[src/rtl/alu_pkg.sv]
`default_nettype none
// +----------------------------------------------------------------------+
// | alu_pkg                                                              |
// | Shared widths and the entry layout for the ALU result path.          |
// | Revision: 1.0                                                        |
// +----------------------------------------------------------------------+
package alu_pkg;

    localparam int ALU_N     = 32;
    localparam int ALU_DEPTH = 4;
    localparam int ALU_CW    = 16;

    typedef struct packed {
        logic [ALU_N-1:0] resultado;
        logic             c;
        logic             zeroflag;
    } alu_entry_t;

endpackage : alu_pkg
`default_nettype wire

[src/rtl/alu_fifo_mem.sv]
`default_nettype none
// +----------------------------------------------------------------------+
// | alu_fifo_mem                                                         |
// | DEPTH x W register array, one write port, asynchronous read port.    |
// | Revision: 1.0                                                        |
// +----------------------------------------------------------------------+
module alu_fifo_mem #(
    parameter int DEPTH = 4,
    parameter int W     = 34,
    parameter int AW    = $clog2(DEPTH)
) (
    input  logic          clk,
    input  logic          we,
    input  logic [AW-1:0] waddr,
    input  logic [W-1:0]  wdata,
    input  logic [AW-1:0] raddr,
    output logic [W-1:0]  rdata
);

    logic [W-1:0] r_mem [DEPTH];

    // Storage is intentionally left unreset; validity is tracked by the owner.
    always_ff @(posedge clk) begin
        if (we) begin
            r_mem[waddr] <= wdata;
        end
    end

    assign rdata = r_mem[raddr];

endmodule : alu_fifo_mem
`default_nettype wire

[src/rtl/alu_result_buffer.sv]
`default_nettype none
// +----------------------------------------------------------------------+
// | alu_result_buffer                                                    |
// | Valid/ready FIFO for ALU results with zero-flag counter and drop flag|
// | Revision: 1.0                                                        |
// +----------------------------------------------------------------------+
module alu_result_buffer
    import alu_pkg::*;
#(
    parameter int N     = ALU_N,
    parameter int DEPTH = ALU_DEPTH,
    parameter int CW    = ALU_CW
) (
    input  logic                     clk_i,
    input  logic                     async_reset_i,
    input  logic                     clear_i,
    input  logic                     valid_i,
    input  logic [N-1:0]             resultado_i,
    input  logic                     c_i,
    input  logic                     zeroflag_i,
    output logic                     ready_o,
    output logic                     valid_o,
    input  logic                     ready_i,
    output logic [N-1:0]             resultado_o,
    output logic                     c_o,
    output logic                     zeroflag_o,
    output logic [$clog2(DEPTH):0]   count_o,
    output logic [CW-1:0]            zero_cnt_o,
    output logic                     drop_o
);

    localparam int          AW      = $clog2(DEPTH);
    localparam logic [AW:0] C_DEPTH = (AW+1)'(DEPTH);
    localparam logic [CW-1:0] C_ZMAX = {CW{1'b1}};

    generate
        if (DEPTH < 2 || (DEPTH & (DEPTH - 1)) != 0) begin : g_bad_depth
            $error("alu_result_buffer: DEPTH must be a power of 2 and >= 2");
        end
    endgenerate

    logic [AW-1:0] r_wr_ptr;
    logic [AW-1:0] r_rd_ptr;
    logic [AW:0]   r_count;
    logic [CW-1:0] r_zero_cnt;
    logic          r_drop;

    logic          w_full;
    logic          w_empty;
    logic          w_push;
    logic          w_pop;
    logic [N+1:0]  w_wdata;
    logic [N+1:0]  w_rdata;

    assign w_full  = (r_count == C_DEPTH);
    assign w_empty = (r_count == '0);

    // Flow control comes only from the registered count, never from ready_i.
    assign ready_o = !w_full;
    assign valid_o = !w_empty;
    assign w_push  = valid_i && ready_o && !clear_i;
    assign w_pop   = valid_o && ready_i && !clear_i;
    assign w_wdata = {resultado_i, c_i, zeroflag_i};

    alu_fifo_mem #(
        .DEPTH (DEPTH),
        .W     (N + 2),
        .AW    (AW)
    ) u_mem (
        .clk   (clk_i),
        .we    (w_push),
        .waddr (r_wr_ptr),
        .wdata (w_wdata),
        .raddr (r_rd_ptr),
        .rdata (w_rdata)
    );

    always_ff @(posedge clk_i or negedge async_reset_i) begin
        if (!async_reset_i) begin
            r_wr_ptr   <= '0;
            r_rd_ptr   <= '0;
            r_count    <= '0;
            r_zero_cnt <= '0;
            r_drop     <= 1'b0;
        end else if (clear_i) begin
            r_wr_ptr   <= '0;
            r_rd_ptr   <= '0;
            r_count    <= '0;
            r_zero_cnt <= '0;
            r_drop     <= 1'b0;
        end else begin
            if (w_push) begin
                r_wr_ptr <= r_wr_ptr + 1'b1;
            end
            if (w_pop) begin
                r_rd_ptr <= r_rd_ptr + 1'b1;
            end
            case ({w_push, w_pop})
                2'b10:   r_count <= r_count + 1'b1;
                2'b01:   r_count <= r_count - 1'b1;
                default: r_count <= r_count;
            endcase
            if (w_push && zeroflag_i && (r_zero_cnt != C_ZMAX)) begin
                r_zero_cnt <= r_zero_cnt + 1'b1;
            end
            if (valid_i && !ready_o) begin
                r_drop <= 1'b1;
            end
        end
    end

    // Head data is forced to zero while empty so reset presents clean outputs.
    assign resultado_o = valid_o ? w_rdata[N+1:2] : '0;
    assign c_o         = valid_o ? w_rdata[1]     : 1'b0;
    assign zeroflag_o  = valid_o ? w_rdata[0]     : 1'b0;

    assign count_o     = r_count;
    assign zero_cnt_o  = r_zero_cnt;
    assign drop_o      = r_drop;

endmodule : alu_result_buffer
`default_nettype wire

[config.mk]
export PLATFORM = sky130hd
export DESIGN_NAME = alu_result_buffer
export DESIGN_NICKNAME = d
export VERILOG_FILES = /design/src/rtl/alu_pkg.sv /design/src/rtl/alu_fifo_mem.sv /design/src/rtl/alu_result_buffer.sv
export SDC_FILE = /design/constraint.sdc
export NUM_CORES = 1
export LEC_CHECK = 0
export CAP_MARGIN = 10
export CORE_AREA = 2 2 141 143
export DETAILED_ROUTE_END_ITERATION = 8
export DIE_AREA = 0 0 143 145
export PLACE_DENSITY = 0.66
export REMOVE_ABC_BUFFERS = 1
export SKIP_LAST_GASP = 1
export SLEW_MARGIN = 10
export SYNTH_ARGS = -nofsm -noshare
export SYNTH_HDL_FRONTEND = slang
export SYNTH_SLANG_ARGS = --single-unit
export TNS_END_PERCENT = 50
[constraint.sdc]
create_clock -name clk_i -period 5 [get_ports clk_i]
set_input_delay 0.5 -clock clk_i [delete_from_list [all_inputs] [get_ports clk_i]]
set_output_delay 0.5 -clock clk_i [all_outputs]
set_load 0.01 [all_outputs]
==> results.ini <==
[routing]
drc=0
totalWireLength_mm=13.09
vias=3693
wl_per_cell_um=17.50
detail-route-antenna-nets=0
via_per_inst=4.937
drtPass1Iterations=7
drtIter0Drc=265

[clocking]
cts_tree=yes
hold_buffers=0
clk_pin_slew_ns=0.07
worstSkewPairLatency_ns=0.41
clk_path_buf_depth=2
htree_num_levels=4
cts_buffers=17
cts_root_buffer=clkbuf_16
cts_setup_buffers=0
post_cts_resize_count=0
cts.sinks=160

[setup_path]
cp-start-kind=flip-flop
cp-end-kind=output pin
worstSetupPathType=reg -> out
required_ns=4.50
worst-path-max-fanout=26
critPathArrivalTime_ns=2.92

[floorplanning]
die_h_um=145
fp.coreArea_um2=19210
dieArea_um2=20740
initial_core_util_pct=34.25
num_rows=51
io_pins=95
dieWidth_um=143

[global_route]
grt-busiest-layer=met2
use_met1_pct=17.38
grt_first_pass_wirelength_mm=20.98
grt_pass1_vias=3894
grt_util_all_layers_pct=13.23
grt_remaining_overflow=0
grt_antenna_before_repair=0
use_met2_pct=21.67
grtUsageMet3_pct=3.366
grt_max_degree=36

[sta]
fin_crit_sh_pct=68.33
hold_viol=0
fmaxAchievable_mhz=292.7
fin_skew_ns=0.01038
timing.setup.tns_ns=0
rsz0062_at_grt=false
max_slew_margin_pct=34.95
finalCriticalPeriod_ns=3.417
layout_setup_ws_ns=1.583
setup_viol=0
tightest_slew_ns=0.9757
slew_viol_final=0

[final_layout]
design_area_um2=8394
syn2layout_area_growth_pct=27.60
nets=515
n_antenna_cell=0
drive_above_1_share_pct=17.18
fin_cells=748

[logic_synthesis]
yosysWarnings=0
syn-cell-area_um2=6579
yosysSeqAreaShare_pct=71.21
synth_simple_gate_area_share_pct=9.072
syn_inst=370
synthXorXnorAreaFrac_pct=0.3994
ys.flop_type=edfxtp_1
synth_edf_count=136
synth_fa_ha_area_share_pct=1.255
async_flop_share_pct=15.00
synth-compound-area-share_pct=4.507
synthMuxAreaShare_pct=11.81
postSynthAreaPerCell_um2=17.78
synth.ff_latch_count=160
synth_cell_type_count=44
synth_top_family_by_area=multiplexers

[pwr]
sw_frac_of_total_pct=26.37
p_total_mw=3.483
power.leakage_nw=2.733
pwr-share-comb_pct=18.7
p_per_area_nw_per_um2=415.0
p_sw_uw=918.5
p_int_mw=2.565
p_seq_share_pct=45.3
ir_drop_mv=0.2306
power_frac_clock_pct=36.0

[place]
port_buffers=94
gp_congestion=0.8082
place_area_um2=7796
place_ws_ns=1.895
place_hpwl_mm=8.114
place_inst=715

[flow_run]
cap_violations=0

[worst_hold_path]
hold_path.class=in -> async

[outcome]
outcome=complete, no violations

[stage by stage]
stage	hold WS (ns)	utilization, %
global route	0.08573	43.70
global placement	0.4905	40.59
floorplan	0.2044	-
finish	0.07193	43.70
detailed placement	0.4864	40.59
CTS	0.5165	43.67
[critical path: stages, from the launching register on]
cell and delay [ns]:
dfrtp_2 0.95, buf_4 0.39, mux4_2 0.53, and2_1 0.16
clkdlybuf4s50_1 0.48
[layout make-up]
type | instances | area (µm²)
fillers | 1683 | 10810
flip-flops and latches | 160 | 4687
multi-input cells | 185 | 1784
repair buffers | 98 | 969.7
clock buffers | 17 | 425.4
well taps | 265 | 331.6
clock inverters | 15 | 166.4
inverters | 8 | 30.03
[cells by family after synthesis]
kind of cell	after synthesis
buffers and inverters	25
AO/OA/AOI/OAI	46
adder cells (fa/ha/maj)	6
AND/OR/NAND/NOR	95
XOR/XNOR	3
flip-flops	160
multiplexers	35
[Yosys cell counts, types with 2 or more instances]
cell,instances,share of area [%]
nor2_1,9,0.51
buf_2,5,0.38
o311ai_0,6,0.80
nand3_1,3,0.23
xnor2_1,2,0.27
o41ai_1,4,0.53
and2_1,39,3.7
nand4_1,3,0.29
inv_1,8,0.46
nor3_1,3,0.23
nand2_1,11,0.63
or3_1,4,0.38
o31ai_1,7,0.80
mux4_2,34,12
nor3b_1,2,0.23
dfrtp_1,24,9.1
o21ai_0,8,0.61
ha_1,5,0.95
or4_1,8,0.91
clkbuf_1,9,0.51
and3_1,2,0.19
edfxtp_1,136,62
a21oi_1,16,1.2
buf_6,2,0.34
[routing by layer]
metal  part of all wire [%]  vias to the layer above  wire length, µm
met5                      0                        -                0
met4                   0.28                        0               37
met3                    4.8                        2              626
met2                     50                      106             6511
met1                     45                     1894             5915
li1                       -                     1691                -
[layout by cell type (no fill, tap or decap), drive strengths merged, types with 2 or more instances in the layout]
| cell type | instances |
|---|---|
| or3 | 4 |
| mux4 | 34 |
| or4 | 9 |
| o311ai | 6 |
| clkbuf | 17 |
| xnor2 | 2 |
| a21oi | 16 |
| nor2 | 9 |
| ha | 5 |
| inv | 16 |
| o21ai | 8 |
| o41ai | 4 |
| buf | 5 |
| clkinv | 7 |
| nand2 | 11 |
| dfrtp | 24 |
| nand4 | 3 |
| and2 | 39 |
| nor3b | 3 |
| nand3 | 3 |
| edfxtp | 136 |
| nor3 | 3 |
| and3 | 2 |
| o31ai | 7 |
| clkdlybuf4s50 | 93 |
[final timing paths]
kind | from | endpoint | slack (ns) | cells after the start
setup / recovery | r_rd_ptr[0] | zeroflag_o | 1.58 | 4
hold reg to reg | drop_o | drop_o | 0.52 | 2
setup reg to reg | count_o[2] | u_mem.r_mem[0][29] | 2.63 | 5
max in group asynchronous | async_reset_i | r_rd_ptr[0] | 4.51 | 1
hold / removal | async_reset_i | zero_cnt_o[11] | 0.07 | 1
min in group clk_i | drop_o | drop_o | 0.52 | 2
[sequential cells by signal, indices dropped and copies added, names as in the netlist]
name,flops
r_rd_ptr,2
count_o,3
drop_o,1
u_mem.r_mem,136
zero_cnt_o,16
r_wr_ptr,2
[power groups by stage]
stage               clock network (mW)  registers, mW  logic (mW)
finish                            1.25           1.58       0.652
global route                      1.35           1.59       0.705
CTS                               1.29           1.58       0.659
detailed placement                   0           1.61       0.658
global placement                     0           1.61       0.651
floorplan                            0           1.60       0.319
No activity file was read; power rests on OpenSTA's default activity.
